===== src/rtl/traffic_ctrl_timed.sv =====
// Highway/country junction controller with counted phases, min/max greens and all-red clearance.
// Define TRAFFIC_PED_WALK_EN to add the ped_req input and ped_walk indicator.
module traffic_ctrl_timed #(
    parameter int unsigned YEL_CYC       = 3,
    parameter int unsigned ALLRED_CYC    = 2,
    parameter int unsigned HWY_MIN_GRN   = 8,
    parameter int unsigned CNTRY_MAX_GRN = 10,
    parameter int unsigned CNT_W         = 8
) (
    input  logic       clk,
    input  logic       clear,
    input  logic       ce,
    input  logic       X,
`ifdef TRAFFIC_PED_WALK_EN
    input  logic       ped_req,
    output logic       ped_walk,
`endif
    output logic [1:0] hwy,
    output logic [1:0] cntry,
    output logic [2:0] phase
);

    localparam logic [1:0] RED = 2'd0;
    localparam logic [1:0] YEL = 2'd1;
    localparam logic [1:0] GRN = 2'd2;

    localparam logic [CNT_W-1:0] YEL_LAST  = CNT_W'(YEL_CYC - 1);
    localparam logic [CNT_W-1:0] AR_LAST   = CNT_W'(ALLRED_CYC - 1);
    localparam logic [CNT_W-1:0] HMIN_LAST = CNT_W'(HWY_MIN_GRN - 1);
    localparam logic [CNT_W-1:0] CMAX_LAST = CNT_W'(CNTRY_MAX_GRN - 1);
    localparam logic [CNT_W-1:0] CNT_MAX   = {CNT_W{1'b1}};

    typedef enum logic [2:0] {
        HG  = 3'd0,
        HY  = 3'd1,
        AR1 = 3'd2,
        CG  = 3'd3,
        CY  = 3'd4,
        AR2 = 3'd5
    } state_e;

    state_e           state_q, state_d;
    logic [CNT_W-1:0] cnt_q, cnt_d;
    logic             demand_q, demand_d;
    logic [1:0]       hwy_q, hwy_d;
    logic [1:0]       cntry_q, cntry_d;
    logic [2:0]       phase_q;
    logic             req_c;
    logic             cg_exit_ok_c;

`ifdef TRAFFIC_PED_WALK_EN
    logic ped_dem_q, ped_dem_d;
    logic ped_walk_q;

    assign req_c = X | ped_req;
    // A pedestrian-driven demand keeps CG up for at least a yellow duration.
    assign cg_exit_ok_c = !ped_dem_q || (cnt_q >= YEL_LAST);
`else
    assign req_c        = X;
    assign cg_exit_ok_c = 1'b1;
`endif

    // Next-state, phase counter and demand latch.
    always_comb begin
        state_d = state_q;
        case (state_q)
            HG:  if (ce && (cnt_q >= HMIN_LAST) && (demand_q || req_c)) state_d = HY;
            HY:  if (ce && (cnt_q == YEL_LAST))  state_d = AR1;
            AR1: if (ce && (cnt_q == AR_LAST))   state_d = CG;
            CG:  if (ce && ((!X && cg_exit_ok_c) || (cnt_q == CMAX_LAST))) state_d = CY;
            CY:  if (ce && (cnt_q == YEL_LAST))  state_d = AR2;
            AR2: if (ce && (cnt_q == AR_LAST))   state_d = HG;
            default: state_d = HG;
        endcase

        if (state_d != state_q) begin
            cnt_d = '0;
        end else if (ce && (cnt_q != CNT_MAX)) begin
            cnt_d = cnt_q + CNT_W'(1);
        end else begin
            cnt_d = cnt_q;
        end

        if ((state_q != CG) && (state_d == CG)) begin
            demand_d = 1'b0;
        end else if (req_c && (state_q != CG)) begin
            demand_d = 1'b1;
        end else begin
            demand_d = demand_q;
        end
    end

`ifdef TRAFFIC_PED_WALK_EN
    always_comb begin
        ped_dem_d = ped_dem_q;
        if ((state_q == CG) && (state_d != CG)) begin
            ped_dem_d = 1'b0;
        end else if (ped_req && (state_q != CG)) begin
            ped_dem_d = 1'b1;
        end
    end
`endif

    // Lamp decode of the upcoming state so registered lamps track the state register.
    always_comb begin
        hwy_d   = RED;
        cntry_d = RED;
        case (state_d)
            HG:      hwy_d   = GRN;
            HY:      hwy_d   = YEL;
            CG:      cntry_d = GRN;
            CY:      cntry_d = YEL;
            default: ;
        endcase
    end

    always_ff @(posedge clk) begin
        if (clear) begin
            state_q    <= HG;
            cnt_q      <= '0;
            demand_q   <= 1'b0;
            hwy_q      <= GRN;
            cntry_q    <= RED;
            phase_q    <= 3'd0;
`ifdef TRAFFIC_PED_WALK_EN
            ped_dem_q  <= 1'b0;
            ped_walk_q <= 1'b0;
`endif
        end else begin
            state_q    <= state_d;
            cnt_q      <= cnt_d;
            demand_q   <= demand_d;
            hwy_q      <= hwy_d;
            cntry_q    <= cntry_d;
            phase_q    <= 3'(state_d);
`ifdef TRAFFIC_PED_WALK_EN
            ped_dem_q  <= ped_dem_d;
            ped_walk_q <= (state_d == CG);
`endif
        end
    end

    assign hwy   = hwy_q;
    assign cntry = cntry_q;
    assign phase = phase_q;
`ifdef TRAFFIC_PED_WALK_EN
    assign ped_walk = ped_walk_q;
`endif

endmodule


===== config.mk =====
export PLATFORM = sky130hd
export DESIGN_NAME = traffic_ctrl_timed
export DESIGN_NICKNAME = d
export VERILOG_FILES = /design/src/rtl/traffic_ctrl_timed.sv
export SDC_FILE = /design/constraint.sdc
export NUM_CORES = 1
export LEC_CHECK = 0
export BUFFER_PORTS_ARGS = -buffer_cell sky130_fd_sc_hd__buf_2
export CAP_MARGIN = 5
export CORE_MARGIN = 2
export CORE_UTILIZATION = 50
export CTS_CLUSTER_SIZE = 30
export DETAILED_ROUTE_END_ITERATION = 8
export HOLD_SLACK_MARGIN = 0.15
export PLACE_DENSITY = 0.69
export SLEW_MARGIN = 5
export SYNTH_ARGS = -nofsm -noshare
export SYNTH_HDL_FRONTEND = slang
export SYNTH_SLANG_ARGS = --single-unit

===== constraint.sdc =====
create_clock -name clk -period 4.6 [get_ports clk]
set_input_delay 0 -clock clk [delete_from_list [all_inputs] [get_ports clk]]
set_output_delay 0 -clock clk [all_outputs]
set_load 0.01 [all_outputs]

---- Word level (Yosys, flattened, before mapping) ----
Cells that the tools add are included.
storage, ports and cells
  register bits ........................... 16
  word-level logic and storage cells ...... 45
  input port bits ......................... 4
cells by class
  muxes and demuxes ....................... 9
  eq/ne operators ......................... 14
  order comparisons ....................... 1
  add/sub/neg operators ................... 1
  reductions and logical operators ........ 15
operator list
  operator               count
  $mux W3                6
  $pmux W3 S6            1
  $eq A3 B2 Y1 const B   3
  $eq A3 B3 Y1 const B   3
  $add A8 B1 Y8 const B  1
  $eq A8 B1 Y1 const B   1
  $eq A8 B2 Y1 const B   1
  $eq A8 B4 Y1 const B   1
  $ge A8 B3 Y1 const B   1
  $logic_and A1 B1 Y1    8
  $ne A8 B8 Y1 const B   1
  $pmux W2 S2            2
  $eq A3 B1 Y1 const B   2
  $logic_not A3 Y1       2
  $reduce_or A2 Y1       2
  $ne A3 B2 Y1 const B   1
  $ne A3 B3 Y1           1
  $logic_or A1 B1 Y1     2
  $logic_not A1 Y1       1

---- Depth between registers and ports, before layout ----
  depth after elaboration ................. 8
  gate-level depth with buffers ........... 7
  mapped depth without buffers ............ 7

---- Worst setup path after synthesis ----
No wires, ideal clock.
  path type ............................... register to register
  from .................................... register cnt_q[0]
  to ...................................... register cnt_q[4]
  period minus slack after synthesis ...... 1812 ps
  path buffers ............................ 0
  data required time ...................... 4459 ps
  arrival ................................. 1671 ps
  library setup time ...................... 141 ps
  cell stages (with the launch flop) ...... 8
  slack ................................... 2788 ps
  path through ............................ dfxtp_1 inv_1 ha_1 or4bb_1 nor2_2 o21ai_1 a32oi_4 a311oi_1
on the way
  longest elaborated chain between the ends .. 7
ends and longest elaborated chain
  item                                                              line    source
  start, declared                                                   43      logic [CNT_W-1:0] cnt_q, cnt_d;
  start signal, assigned                                            131     cnt_q <= cnt_d;
  $ge A8 B3 Y1 / $eq A8 B4 Y1 (equally long branches)               67, 70
  $logic_and A1 B1 Y1 / $logic_or A1 B1 Y1 (equally long branches)  67, 70
  $logic_and A1 B1 Y1 (on tied branches)                            67, 70
  $mux W3 (on tied branches)                                        67, 70
  $pmux W3 S6                                                       66      case (state_q)
  $ne A3 B3 Y1                                                      76      if (state_d != state_q) begin
  $reduce_or A2 Y1 (no line)                                        --
Several ways; a longest one is shown, not always the timed one.
A chain may end at the register's enable or synchronous reset.

---- Worst setup path in the final report ----
Ends and elaborated chain as after synthesis.

==> flow_summary.yaml <==
power_and_ir_drop:
  power.switching_uw: 57.3
  p_int_uw: 183
  ir_worst_vdd_v: 0.000182
  clkPwrFrac_pct: 29.5
  combPwrFrac_pct: 10.3
  swShare_pct: 23.9
  seqPwrFrac_pct: 60.2
  power.leakage_uw: 0.000413
  p_per_area_nw_per_um2: 227
  power_uw: 240
final_layout:
  nets: 125
  final_common_cell: "dfxtp_1"
  antennaDiodeCount: 0
  mostFrequentLayoutCells: "16 x dfxtp_1, 11 x nor2_1, 10 x buf_2"
  area_growth_syn_to_layout_pct: 11.6
  fin_area_um2: 1060
  drive_gt1_share_pct: 23.3
timing:
  worst_clock_skew_ns: 0.000650
  period_minus_slack_ns: 1.96
  fin_crit_sh_pct: 42.6
  holdWs_ns: 0.535
  slew_headroom_pct: 64.8
  fin_setup_tns_ns: 0
  rsz0062_at_grt: "no"
  setup_viol_count_final: 0
  max_freq_mhz: 510
  finalHoldViolations: 0
  worstMarginPinSlew_ns: 0.525
  drv_slew: 0
flow_run:
  drv_cap: 0
global_routing:
  grtUsageTotal_pct: 18.4
  grt_pass1_wl_mm: 2.99
  grt_pass1_vias: 712
  grt_overflow: 0
  antenna_found_initial: 0
  grt_max_degree: 13
synthesis:
  synth_top_flop_cell: "dfxtp_1"
  synth_seq_cells: 16
  syn_area_per_cell_um2: 9.03
  synth_cell_types: 40
  synth_area_um2: 948
  netlist_instances: 105
  synth_edf_count: 0
  yosysWarnings: 0
  ys_seq_area_share_pct: 33.8
  syn-num-nets: 112
  async_flop_share_pct: 0
route:
  ant_nets: 0
  drc: 0
  viasPerCell: 5.72
  routedWlPerCell_um: 12.9
  wl_mm: 1.82
  dr_total_vias: 807
  drt_first_pass_iters: 4
  drt_iter0_markers: 23
floorplan:
  num_rows: 15
  die_w_um: 47.6
  io_pins: 11
  die_area_um2: 2260
  fp.dieH_um: 47.6
  start_util_pct: 53.8
  core_um2: 1760
cts:
  post_cts_buffers: 0
  cts_tree: "done"
  cts_buffer_depth: 2
  clock_latency_ns: 0.27
  cts_buffers: 3
  clockRootBuffer: "clkbuf_4"
  clk_pin_slew_ns: 0.09
  htree_levels: 1
  cts.sinks: 16
status:
  status: "finished, final reports clean"
worst_hold_path:
  min_path_type: "reg -> reg"
critical_path:
  arrival_ns: 2.11
  crit_required_ns: 4.75
  cp_top_family: "simple AND/OR/NAND/NOR gates"
  slowest_stage: "or4bb_1"
  critical_path_peak_fanout: 8
  critPathKind: "reg -> reg"
  start_kind: "register"
  end_kind: "register"
  cp_cell_sequence: "inv_1 -> ha_1 -> or4bb_1 -> nor2_2 -> o21ai_1 -> a32oi_4 -> a311oi_1"
  crit_buf_inv: 1
  cpPeakStageDelay_ns: 0.51
placement:
  port_buffers: 10
  placed_area_um2: 1010
  place.gp.congestion: 0.817
  dp_hpwl_mm: 1.33
## synth_stat cells, drive strengths merged, types with 2 or more instances
| master | instances | share of area, % |
|---|---|---|
| o21ai | 4 | 2.1 |
| nor3 | 4 | 2.1 |
| inv | 7 | 2.8 |
| a31oi | 3 | 2.0 |
| xnor2 | 4 | 3.7 |
| dfxtp | 16 | 34 |
| nor2 | 12 | 5.0 |
| a31o | 2 | 1.8 |
| nor4 | 2 | 3.6 |
| nand3 | 2 | 1.1 |
| nor2b | 3 | 2.0 |
| a211oi | 3 | 4.0 |
| nand3b | 2 | 1.6 |
| a21oi | 3 | 1.6 |
| buf | 5 | 2.5 |
| nand2 | 5 | 2.0 |
| ha | 3 | 4.0 |
| and3 | 4 | 2.9 |
| nand4 | 2 | 1.3 |
| o211ai | 3 | 2.4 |
| mux2i | 2 | 2.1 |
## layout make-up
type | count | area [um^2]
Tap cell | 25 | 31.3
Timing Repair Buffer | 13 | 80.1
Sequential cell | 16 | 320
Inverter | 7 | 26.3
Multi-Input combinational cell | 77 | 578
Clock buffer | 3 | 22.5
Fill cell | 188 | 706
## state kept, by name, summed over array words and instances (netlist names)
signal / count
cnt_q: 8
hwy: 2
phase: 3
demand_q: 1
cntry: 2
## what timing repair did
item / CTS / global route
hold buffers: 3 / 0
setup endpoints to repair: 0 / 0
gates resized for setup: 0 / 0
endpoints found under the hold margin: 9 / 0
## worst reg2reg max path, delay by kind of cell, from the launching register on
| family | cells | cell delay, ns |
|---|---|---|
| compound gates | 3 | 0.58 |
| simple gates | 2 | 0.69 |
| flops | 1 | 0.37 |
| buf+inv | 1 | 0.07 |
| fa+ha+maj | 1 | 0.13 |
## final timing paths
check	startpoint	endpoint	slack (ns)	depth (start not counted)
worst min-delay path	demand_q	demand_q	0.54	2
worst max register to register	cnt_q[0]	cnt_q[4]	2.64	7
worst max-delay path	cnt_q[0]	cnt_q[4]	2.64	7
worst min register to register	demand_q	demand_q	0.54	2
## stage by stage
step	utilization, %	instances	worst slack [ns]
after floorplan	-	105	2.79
after global placement	57.0	135	2.66
after detailed placement	57.0	135	2.65
after CTS	60.0	141	2.63
after global routing	60.0	141	2.44
final	60.0	141	2.64
## metal layers
metal / vias up / track usage [%] / share of wire [%]
met3: 6 / 2.26 / 3.7
met1: 372 / 27.2 / 54
met5: - / 0 / 0
li1: 406 / - / -
met4: 0 / 7.57 / 1.9
met2: 23 / 27.0 / 40
## logic make-up after synthesis
kind of cell               share of synthesized area [%]
AOI/OAI and AO/OA                                   22.0
xor gates and xnor gates                            4.62
DFF                                                 33.8
muxes                                               2.11
adders and majority gates                           3.96
and+or+nand+nor                                     28.2
buffers and inverters                               5.28
## power groups by stage
| stage | registers [uW] | clock network [uW] | logic [uW] |
|---|---|---|---|
| floorplan | 147 | 0 | 18.6 |
| global placement | 147 | 0 | 22.8 |
| detailed placement | 148 | 0 | 22.9 |
| CTS | 145 | 73.0 | 24.8 |
| global route | 145 | 77.5 | 27.3 |
| finish | 144 | 70.8 | 24.8 |
No activity file was read; power rests on OpenSTA's default activity.
